$ cat config.mk
export PLATFORM = sky130hd
export DESIGN_NAME = uart_tx_arbiter
export DESIGN_NICKNAME = d
export VERILOG_FILES = /design/src/rtl/uart_tx_arbiter.sv
export SDC_FILE = /design/constraint.sdc
export NUM_CORES = 1
export LEC_CHECK = 0
export CORE_MARGIN = 10
export CORE_UTILIZATION = 40
export DETAILED_ROUTE_END_ITERATION = 16
export PLACE_DENSITY = 0.79
export SLEW_MARGIN = 20
export SYNTH_ARGS = -nofsm -noshare
export SYNTH_HDL_FRONTEND = slang
export SYNTH_SLANG_ARGS = --single-unit
export TNS_END_PERCENT = 20
$ cat constraint.sdc
create_clock -name clk_1 -period 2.05 [get_ports clk_1]
set_input_delay 0.41 -clock clk_1 [delete_from_list [all_inputs] [get_ports clk_1]]
set_output_delay 0.41 -clock clk_1 [all_outputs]
set_load 0.05 [all_outputs]
$ cat src/rtl/uart_tx_arbiter.sv
// Round-robin arbiter sharing one UART byte transmitter among NUM_REQ clients.
// Frames are timed internally because the transmitter reports no completion.
module uart_tx_arbiter #(
    parameter int NUM_REQ      = 4,
    parameter int FRAME_CYCLES = 12,
    parameter int GAP_CYCLES   = 1,
    parameter int ID_W         = 2
) (
    input  logic                 clk_1,
    input  logic                 rst_n_1,
    input  logic [NUM_REQ-1:0]   req_1,
    input  logic [8*NUM_REQ-1:0] data_1,
    output logic [NUM_REQ-1:0]   ack_1,
    output logic [ID_W-1:0]      grant_id_1,
    output logic [7:0]           tx_din_1,
    output logic                 tx_trigger_1,
    output logic                 busy_1
);

    localparam int MAX_CNT = (FRAME_CYCLES > GAP_CYCLES) ? FRAME_CYCLES : GAP_CYCLES;
    localparam int CW      = $clog2(MAX_CNT) + 1;
    localparam logic [ID_W:0] NUM_REQ_W = (ID_W+1)'(NUM_REQ);

    typedef enum logic [1:0] {IDLE, SEND, GAP} state_e;

    state_e              state_q, state_d;
    logic [CW-1:0]       cnt_q, cnt_d;
    logic [ID_W-1:0]     ptr_q, ptr_d;
    logic [NUM_REQ-1:0]  ack_q, ack_d;
    logic [ID_W-1:0]     gid_q, gid_d;
    logic [7:0]          din_q, din_d;
    logic                trig_q, trig_d;

    logic                found;
    logic [ID_W-1:0]     winner;
    logic [ID_W:0]       scanIdx;

    // Scan requesters starting at the pointer, wrapping modulo NUM_REQ; first hit wins.
    always_comb begin
        found   = 1'b0;
        winner  = '0;
        scanIdx = '0;
        for (int k = 0; k < NUM_REQ; k++) begin
            scanIdx = {1'b0, ptr_q} + (ID_W+1)'(k);
            if (scanIdx >= NUM_REQ_W) begin
                scanIdx = scanIdx - NUM_REQ_W;
            end
            for (int j = 0; j < NUM_REQ; j++) begin
                if (!found && scanIdx == (ID_W+1)'(j) && req_1[j]) begin
                    found  = 1'b1;
                    winner = ID_W'(j);
                end
            end
        end
    end

    always_comb begin
        state_d = state_q;
        cnt_d   = cnt_q;
        ptr_d   = ptr_q;
        ack_d   = '0;
        trig_d  = 1'b0;
        gid_d   = gid_q;
        din_d   = din_q;

        case (state_q)
            IDLE: begin
                if (found) begin
                    for (int i = 0; i < NUM_REQ; i++) begin
                        if (winner == ID_W'(i)) begin
                            din_d    = data_1[8*i +: 8];
                            ack_d[i] = 1'b1;
                        end
                    end
                    trig_d  = 1'b1;
                    gid_d   = winner;
                    ptr_d   = (winner == ID_W'(NUM_REQ-1)) ? '0 : winner + ID_W'(1);
                    cnt_d   = CW'(FRAME_CYCLES-1);
                    state_d = SEND;
                end
            end
            SEND: begin
                if (cnt_q == '0) begin
                    if (GAP_CYCLES > 0) begin
                        state_d = GAP;
                        cnt_d   = CW'(GAP_CYCLES-1);
                    end else begin
                        state_d = IDLE;
                    end
                end else begin
                    cnt_d = cnt_q - CW'(1);
                end
            end
            GAP: begin
                if (cnt_q == '0) begin
                    state_d = IDLE;
                end else begin
                    cnt_d = cnt_q - CW'(1);
                end
            end
            default: state_d = IDLE;
        endcase
    end

    always_ff @(posedge clk_1 or negedge rst_n_1) begin
        if (!rst_n_1) begin
            state_q <= IDLE;
            cnt_q   <= '0;
            ptr_q   <= '0;
            ack_q   <= '0;
            trig_q  <= 1'b0;
            gid_q   <= '0;
            din_q   <= '0;
        end else begin
            state_q <= state_d;
            cnt_q   <= cnt_d;
            ptr_q   <= ptr_d;
            ack_q   <= ack_d;
            trig_q  <= trig_d;
            gid_q   <= gid_d;
            din_q   <= din_d;
        end
    end

    assign ack_1        = ack_q;
    assign tx_trigger_1 = trig_q;
    assign grant_id_1   = gid_q;
    assign tx_din_1     = din_q;
    assign busy_1       = (state_q != IDLE);

endmodule
==> flow_summary_export.csv, run 1 <==
group,metric,value,unit
outcome,status,"completed",
worst_setup_path,cp.required,2.20,ns
finish,final_nets,276,
finish,drive_gt1_share,16.2,%
timing,clock_skew,0.00935,ns
logic_synthesis,synth_area_leaders,"dfrtp_1 (41%), ha_1 (6.8%), mux2i_1 (5.4%)",
logic_synthesis,synth_seq_cells,24,
worst_setup_path,r2r_slack,0.15,ns
logic_synthesis,muxShareOfSynthArea,5.43,%
clock_network,worstSkewPairLatency,0.27,ns
floorplanning,row_count,21,
global_routing,grt_pass1_wl,7020,microns
clock_network,cts_made_buffers,3,
logic_synthesis,postSynth.asyncResetShare,100,%
logic_synthesis,synth_fa_ha_area_share,6.79,%
floorplanning,core,0.00344,sq mm
worst_setup_path,cp_max_fo,6,
logic_synthesis,synthCells,162,
worst_setup_path,cp_num_buf_inv,1,
detailed_routing,via_per_inst,5.08,
clock_network,path_clk_slew,0.09,ns
worst_setup_path,timing.rr.start,"cnt_q[0]$_DFFE_PN0P_",
worst_setup_path,critPathSlowestCell,"or4b_4",
logic_synthesis,ys_seq_area_share,40.7,%
detailed_routing,post-route-drc-count,0,
flow_run,cap_violations,0,
timing,worst_pin_slew,0.528,ns
logic_synthesis,synth_xor_xnor_area_share,0,%
detailed_routing,drt-initial-drc-count,63,
worst_hold_path,min_from,"grant_id_1[0]$_DFFE_PN0P_",
detailed_routing,first_pass_iters,4,
logic_synthesis,synth-compound-area-share,24.4,%
finish,area_delta_synth_final,53.2,%
logic_synthesis,synth.most_common_cell,"dfrtp_1",
power_and_ir_drop,leakagePower,0.990,nW
timing,drv_slew,0,
detailed_routing,postRouteWirelength,4210,microns
clock_network,ctsHoldBuffers,0,
logic_synthesis,synth_edf_count,0,
logic_synthesis,synth_commonest_cells,"dfrtp_1 (24), nand2_1 (16), o21ai_1 (16), nor2_1 (15), a21oi_1 (12)",
worst_setup_path,path_cells,"inv_1 > ha_1 > or4b_4 > a21oi_4 > or2b_2 > o21ai_1 > o2bb2ai_1",
timing,fin_crit_sh,92.9,%
finish,diodes,0,
timing,setup_viol,0,
floorplanning,ioPinCount,54,
clock_network,tritoncts,"built",
floorplanning,die_height,80.7,microns
worst_setup_path,endpoint_kind,"register",
clock_network,cts_root_buf,"clkbuf_8",
worst_setup_path,critical_path.startpoint_type,"register",
floorplanning,die_w,80.7,microns
detailed_routing,dr_total_vias,1391,
clock_network,cts_max_level,1,
clock_network,cts_sinks,24,
logic_synthesis,yosysWarnings,0,
placement,dp_hpwl,3260,microns
detailed_routing,wl_per_cell,15.4,microns
clock_network,cts.path.max_buffers,2,
global_routing,antenna_found_initial,0,
placement,port_buffers,53,
global_routing,grt_usage,13.1,%
timing,finalHoldViolations,0,
worst_setup_path,setup.worst_path.class,"register to register",
logic_synthesis,synth_top_area_share,40.7,%
worst_hold_path,worstHoldPathType,"register to register",
logic_synthesis,synth_area,0.00147,sq mm
timing,fmax,525,MHz
timing,period_needed,1.90,ns
logic_synthesis,synth-main-ff-cell,"dfrtp_1",
logic_synthesis,syn-num-nets,208,
global_routing,grt_max_degree,25,
logic_synthesis,yosysTopAreaCell,"dfrtp_1",
logic_synthesis,ys_types,34,
global_routing,grt_pass1_vias,1488,
logic_synthesis,synth_area_per_cell,9.10,sq um
global_routing,grt-ovfl-total,0,
worst_setup_path,cp-startpoint,"cnt_q[0]$_DFFE_PN0P_",
floorplanning,die_area,0.00651,sq mm
timing,hold_slack,0.477,ns
timing,max-slew-margin-rel,64.7,%
floorplanning,initial_core_util,42.8,%
placement,place_congestion,0.859,
timing,rsz0062_at_grt,"false",
worst_setup_path,critical-path-top-delay-family,"simple AND/OR/NAND/NOR gates",
logic_synthesis,yosys.area_share.simple,17.5,%
worst_setup_path,critPathMaxStageDelay,0.51,ns
worst_setup_path,arrival,2.05,ns
logic_synthesis,synth_top_family_by_area,"compound AO/OA/AOI/OAI gates",
power_and_ir_drop,p_total,0.00366,W
power_and_ir_drop,p_per_area,1620,mW/mm^2
power_and_ir_drop,peakVddDrop,0.621,mV
detailed_routing,antenna_left,0,
==> flip-flops by register name, summed over array words and instances (netlist names) <==
register	count
tx_din_1	8
cnt_q	5
ack_1	4
grant_id_1	2
ptr_q	2
state_q	2
tx_trigger_1	1
==> per-layer routing <==
layer	track usage, %	routed length, microns	vias up
met1	15.7	1780	652
met3	2.56	219	10
met2	22.1	2120	30
met5	0	0	-
li1	-	-	699
met4	5.54	91	0
==> layout by cell type, fill, tap and decap left out, drive strengths merged, types with 3 or more instances in the layout <==
cell type      count
a21oi             13
a31oi              8
mux2i              8
and2               3
nor2              16
nand2             16
dfrtp             24
buf               18
clkbuf             3
clkdlybuf4s50     48
inv               10
dlymetal6s2s       3
ha                 8
o21ai             26
nand2b             6
==> worst paths after layout <==
kind | to | cells after the start
setup / recovery | cnt_q[2]$_DFFE_PN0P_ | 7
hold / removal | grant_id_1[0]$_DFFE_PN0P_ | 2
setup reg to reg | cnt_q[2]$_DFFE_PN0P_ | 7
hold reg to reg | grant_id_1[0]$_DFFE_PN0P_ | 2
max in group asynchronous | ptr_q[1]$_DFFE_PN0P_ | 2
min in group asynchronous | tx_din_1[2]$_DFFE_PN0P_ | 2
==> cells by family after synthesis <==
kind of cell / after synthesis
AOI/OAI and AO/OA: 57
adders and majority gates: 8
buffers and inverters: 17
and+or+nand+nor: 48
muxes: 8
DFF: 24
==> what timing repair did <==
item	4_1_cts	5_1_grt
buffers inserted	0	1
gates resized for setup	8	8
gates cloned	0	0
endpoints found under the setup margin	8	8
pin swaps	3	5
==> final cells by class <==
type | count | area [sq um]
Clock buffer | 3 | 41.3
Fill cell | 294 | 1180
Inverter | 10 | 37.5
Multi-Input combinational cell | 121 | 825
Sequential cell | 24 | 602
Tap cell | 46 | 57.6
Timing Repair Buffer | 70 | 696
==> worst reg2reg max path: cells and delay by family, from the launching register on <==
kind	cells	cell delay [ns]
buffers and inverters	1	0.09
AOI/OAI and AO/OA	3	0.45
adders and majority gates	1	0.19
DFF	1	0.39
and+or+nand+nor	2	0.67
==> where the power goes <==
| group | internal (W) | switching (W) |
|---|---|---|
| clock network | 0.000131 | 0.000145 |
| logic | 0.00105 | 0.00149 |
| registers | 0.000703 | 0.000146 |
==> per-stage QoR <==
step	util (%)	area (sq um)	TNS (ns)	setup slack (ns)	cells
final	65.6	2260	0	0.146	274
after global routing	65.6	2260	0	0.0179	274
after CTS	65.1	2240	0	0.00196	273
after detailed placement	63.0	2170	-3.83	-0.440	270
after global placement	63.0	2170	-3.44	-0.404	270
after floorplan	-	1470	0	0.0575	162
Power figures use the tool's default switching activity.
==> run 2, diff against run 1 <==
Settings changed: CORE_UTILIZATION 40 to 55, DONT_BUFFER_PORTS set to 1, PLACE_DENSITY 0.79 to 0.76, TNS_END_PERCENT 20 to unset.
==> flow_summary_export.csv, run 2 (synthesized netlist as in run 1, its figures left out) <==
group,metric,value,unit
worst_setup_path,path_cells,"nor2b_4 > a21o_1 > a211oi_4 > ha_2 > buf_6 > mux2i_1 > o21ai_1 > o21ai_1 > a21oi_1",
worst_setup_path,arrival,2.20,ns
worst_setup_path,cp.required,2.28,ns
detailed_routing,wl_met1,1600,microns
worst_setup_path,cp_max_fo,4,
detailed_routing,wl_met2,1830,microns
global_routing,antenna_found_initial,0,
clock_network,path_clk_slew,0.14,ns
worst_setup_path,reg2reg_to,"tx_din_1[0]$_DFFE_PN0P_",
power_and_ir_drop,switching_share,52.5,%
floorplanning,die_area,0.00515,sq mm
finish,drive_gt1_share,19.2,%
flow_run,cap_violations,0,
detailed_routing,wl_per_cell,19.4,microns
worst_setup_path,r2r_slack,0.08,ns
floorplanning,initial_core_util,58.4,%
global_routing,grt-ovfl-total,0,
detailed_routing,met3_wirelength,446,microns
worst_setup_path,critPathSlowestCell,"dfrtp_1",
clock_network,worstSkewPairLatency,0.33,ns
clock_network,cts_max_level,1,
finish,final_cell_mix,"dfrtp_1 (23), o21ai_1 (19), nand2_1 (16), nor2_1 (15), a21oi_1 (11)",
floorplanning,die_height,71.8,microns
timing,fmax,509,MHz
power_and_ir_drop,leakagePower,0.736,nW
global_routing,grt_usage,14.7,%
timing,clock_skew,0.00208,ns
timing,rsz0062_at_grt,"true",
finish,largest_reg_flops,8,
timing,worst_pin_slew,0.534,ns
power_and_ir_drop,p_per_area,2020,mW/mm^2
timing,period_needed,1.97,ns
worst_setup_path,critPathMostFrequentCell,"o21ai_1",
finish,area_delta_synth_final,12.6,%
detailed_routing,antenna_left,0,
detailed_routing,routed.top_layer,"met4",
worst_setup_path,reg2reg_depth,9,
worst_setup_path,setup.worst_path.class,"register to register",
worst_setup_path,critPathMaxStageDelay,0.44,ns
finish,layout_commonest_cell,"dfrtp_1",
placement,dp_hpwl,2950,microns
clock_network,cts_root_buf,"clkbuf_4",
floorplanning,row_count,18,
detailed_routing,first_pass_iters,4,
detailed_routing,post-route-drc-count,0,
finish,diodes,0,
detailed_routing,via_per_inst,5.97,
placement,place_congestion,0.756,
placement,dp.cells,192,
power_and_ir_drop,p_total,0.00336,W
clock_network,cts_sinks,24,
timing,drv_slew,0,
timing,setup_viol,0,
worst_setup_path,critical_path.startpoint_type,"register",
global_routing,grt_max_degree,25,
timing,fin_crit_sh,95.9,%
floorplanning,core,0.00252,sq mm
clock_network,tritoncts,"built",
power_and_ir_drop,p_int,0.00160,W
timing,finalHoldViolations,0,
power_and_ir_drop,power.switching,0.00176,W
power_and_ir_drop,p_seq_share,40.5,%
worst_setup_path,critical-path-top-delay-family,"compound AO/OA/AOI/OAI gates",
placement,port_buffers,0,
detailed_routing,drt-initial-drc-count,52,
outcome,status,"completed",
power_and_ir_drop,peakVddDrop,1.25,mV
floorplanning,ioPinCount,54,
finish,final_cells,202,
detailed_routing,postRouteWirelength,3920,microns
power_and_ir_drop,clock_power_share,10.6,%
floorplanning,die_w,71.8,microns
global_routing,grt_pass1_vias,1296,
clock_network,cts.path.max_buffers,2,
worst_setup_path,cp_num_buf_inv,1,
worst_setup_path,endpoint_kind,"register",
global_routing,grt_pass1_wl,6220,microns
timing,max-slew-margin-rel,64.4,%
worst_hold_path,worstHoldPathType,"input pin to async pin",
clock_network,cts_made_buffers,3,
detailed_routing,dr_total_vias,1206,
finish,final_nets,219,
worst_setup_path,timing.rr.start,"ptr_q[0]$_DFFE_PN0P_",
power_and_ir_drop,power.share.combinational,48.9,%
timing,hold_slack,0.0322,ns
## run 2: changes by cell type in the layout (fill, tap and decap cells not counted), moves of 3 or more
cell | before | now
buf_4 | 14 | 9
dlymetal6s2s_1 | 3 | 0
clkdlybuf4s50_1 | 48 | 0
clkbuf_8 | 3 | 0
clkbuf_4 | 0 | 3
## run 2: cell type report
class	instances	area [sq um]
clock inverters	1	30.0
fillers	211	863
multi-input cells	121	815
flip-flops and latches	24	602
clock buffers	3	22.5
well taps	30	37.5
repair buffers	13	115
inverters	10	37.5
## run 2: power groups by stage
stage / combinational, W / clock (W) / sequential, W
4_1_cts: 0.00150 / 0.000353 / 0.00136
3_5_place_dp: 0.00148 / 0 / 0.00137
5_1_grt: 0.00183 / 0.000376 / 0.00139
2_1_floorplan: 0.00118 / 0 / 0.00130
3_3_place_gp: 0.00140 / 0 / 0.00136
6_report: 0.00164 / 0.000357 / 0.00136
## run 2: metrics by stage
step | worst slack (ns) | instance area [sq um] | TNS (ns) | util, %
5_1_grt | -0.0520 | 1660 | -0.289 | 65.8
3_3_place_gp | 0.0658 | 1530 | 0 | 60.5
3_5_place_dp | -0.0254 | 1530 | -0.0254 | 60.5
6_report | 0.0838 | 1660 | 0 | 65.8
2_1_floorplan | 0.0575 | 1470 | 0 | -
4_1_cts | 0.0162 | 1590 | 0 | 63.0
## run 2: worst max-delay path by stage
stage               cells past startpoint  slack, ns                       to                 start
finish                                  9       0.08  tx_din_1[0]$_DFFE_PN0P_  ptr_q[0]$_DFFE_PN0P_
global route                           10      -0.05  tx_din_1[2]$_DFFE_PN0P_  ptr_q[1]$_DFFE_PN0P_
CTS                                     8       0.02  tx_din_1[0]$_DFFE_PN0P_  ptr_q[0]$_DFFE_PN0P_
detailed placement                      8      -0.03  tx_din_1[0]$_DFFE_PN0P_              req_1[2]
global placement                        8       0.07  tx_din_1[0]$_DFFE_PN0P_              req_1[2]
floorplan                              11       0.06  tx_din_1[0]$_DFFE_PN0P_              req_1[2]
## run 2: metal layers
layer | vias up | global-route usage [%]
li1 | 584 | -
met1 | 573 | 15.7
met2 | 44 | 23.7
met3 | 5 | 8.68
met4 | 0 | 4.73
met5 | - | 0
## run 2: what timing repair did
item,CTS,global route
setup buffers,0,5
endpoints found under the hold margin,24,0
hold buffers,1,0
endpoints found under the setup margin,0,8
resized for setup,0,10
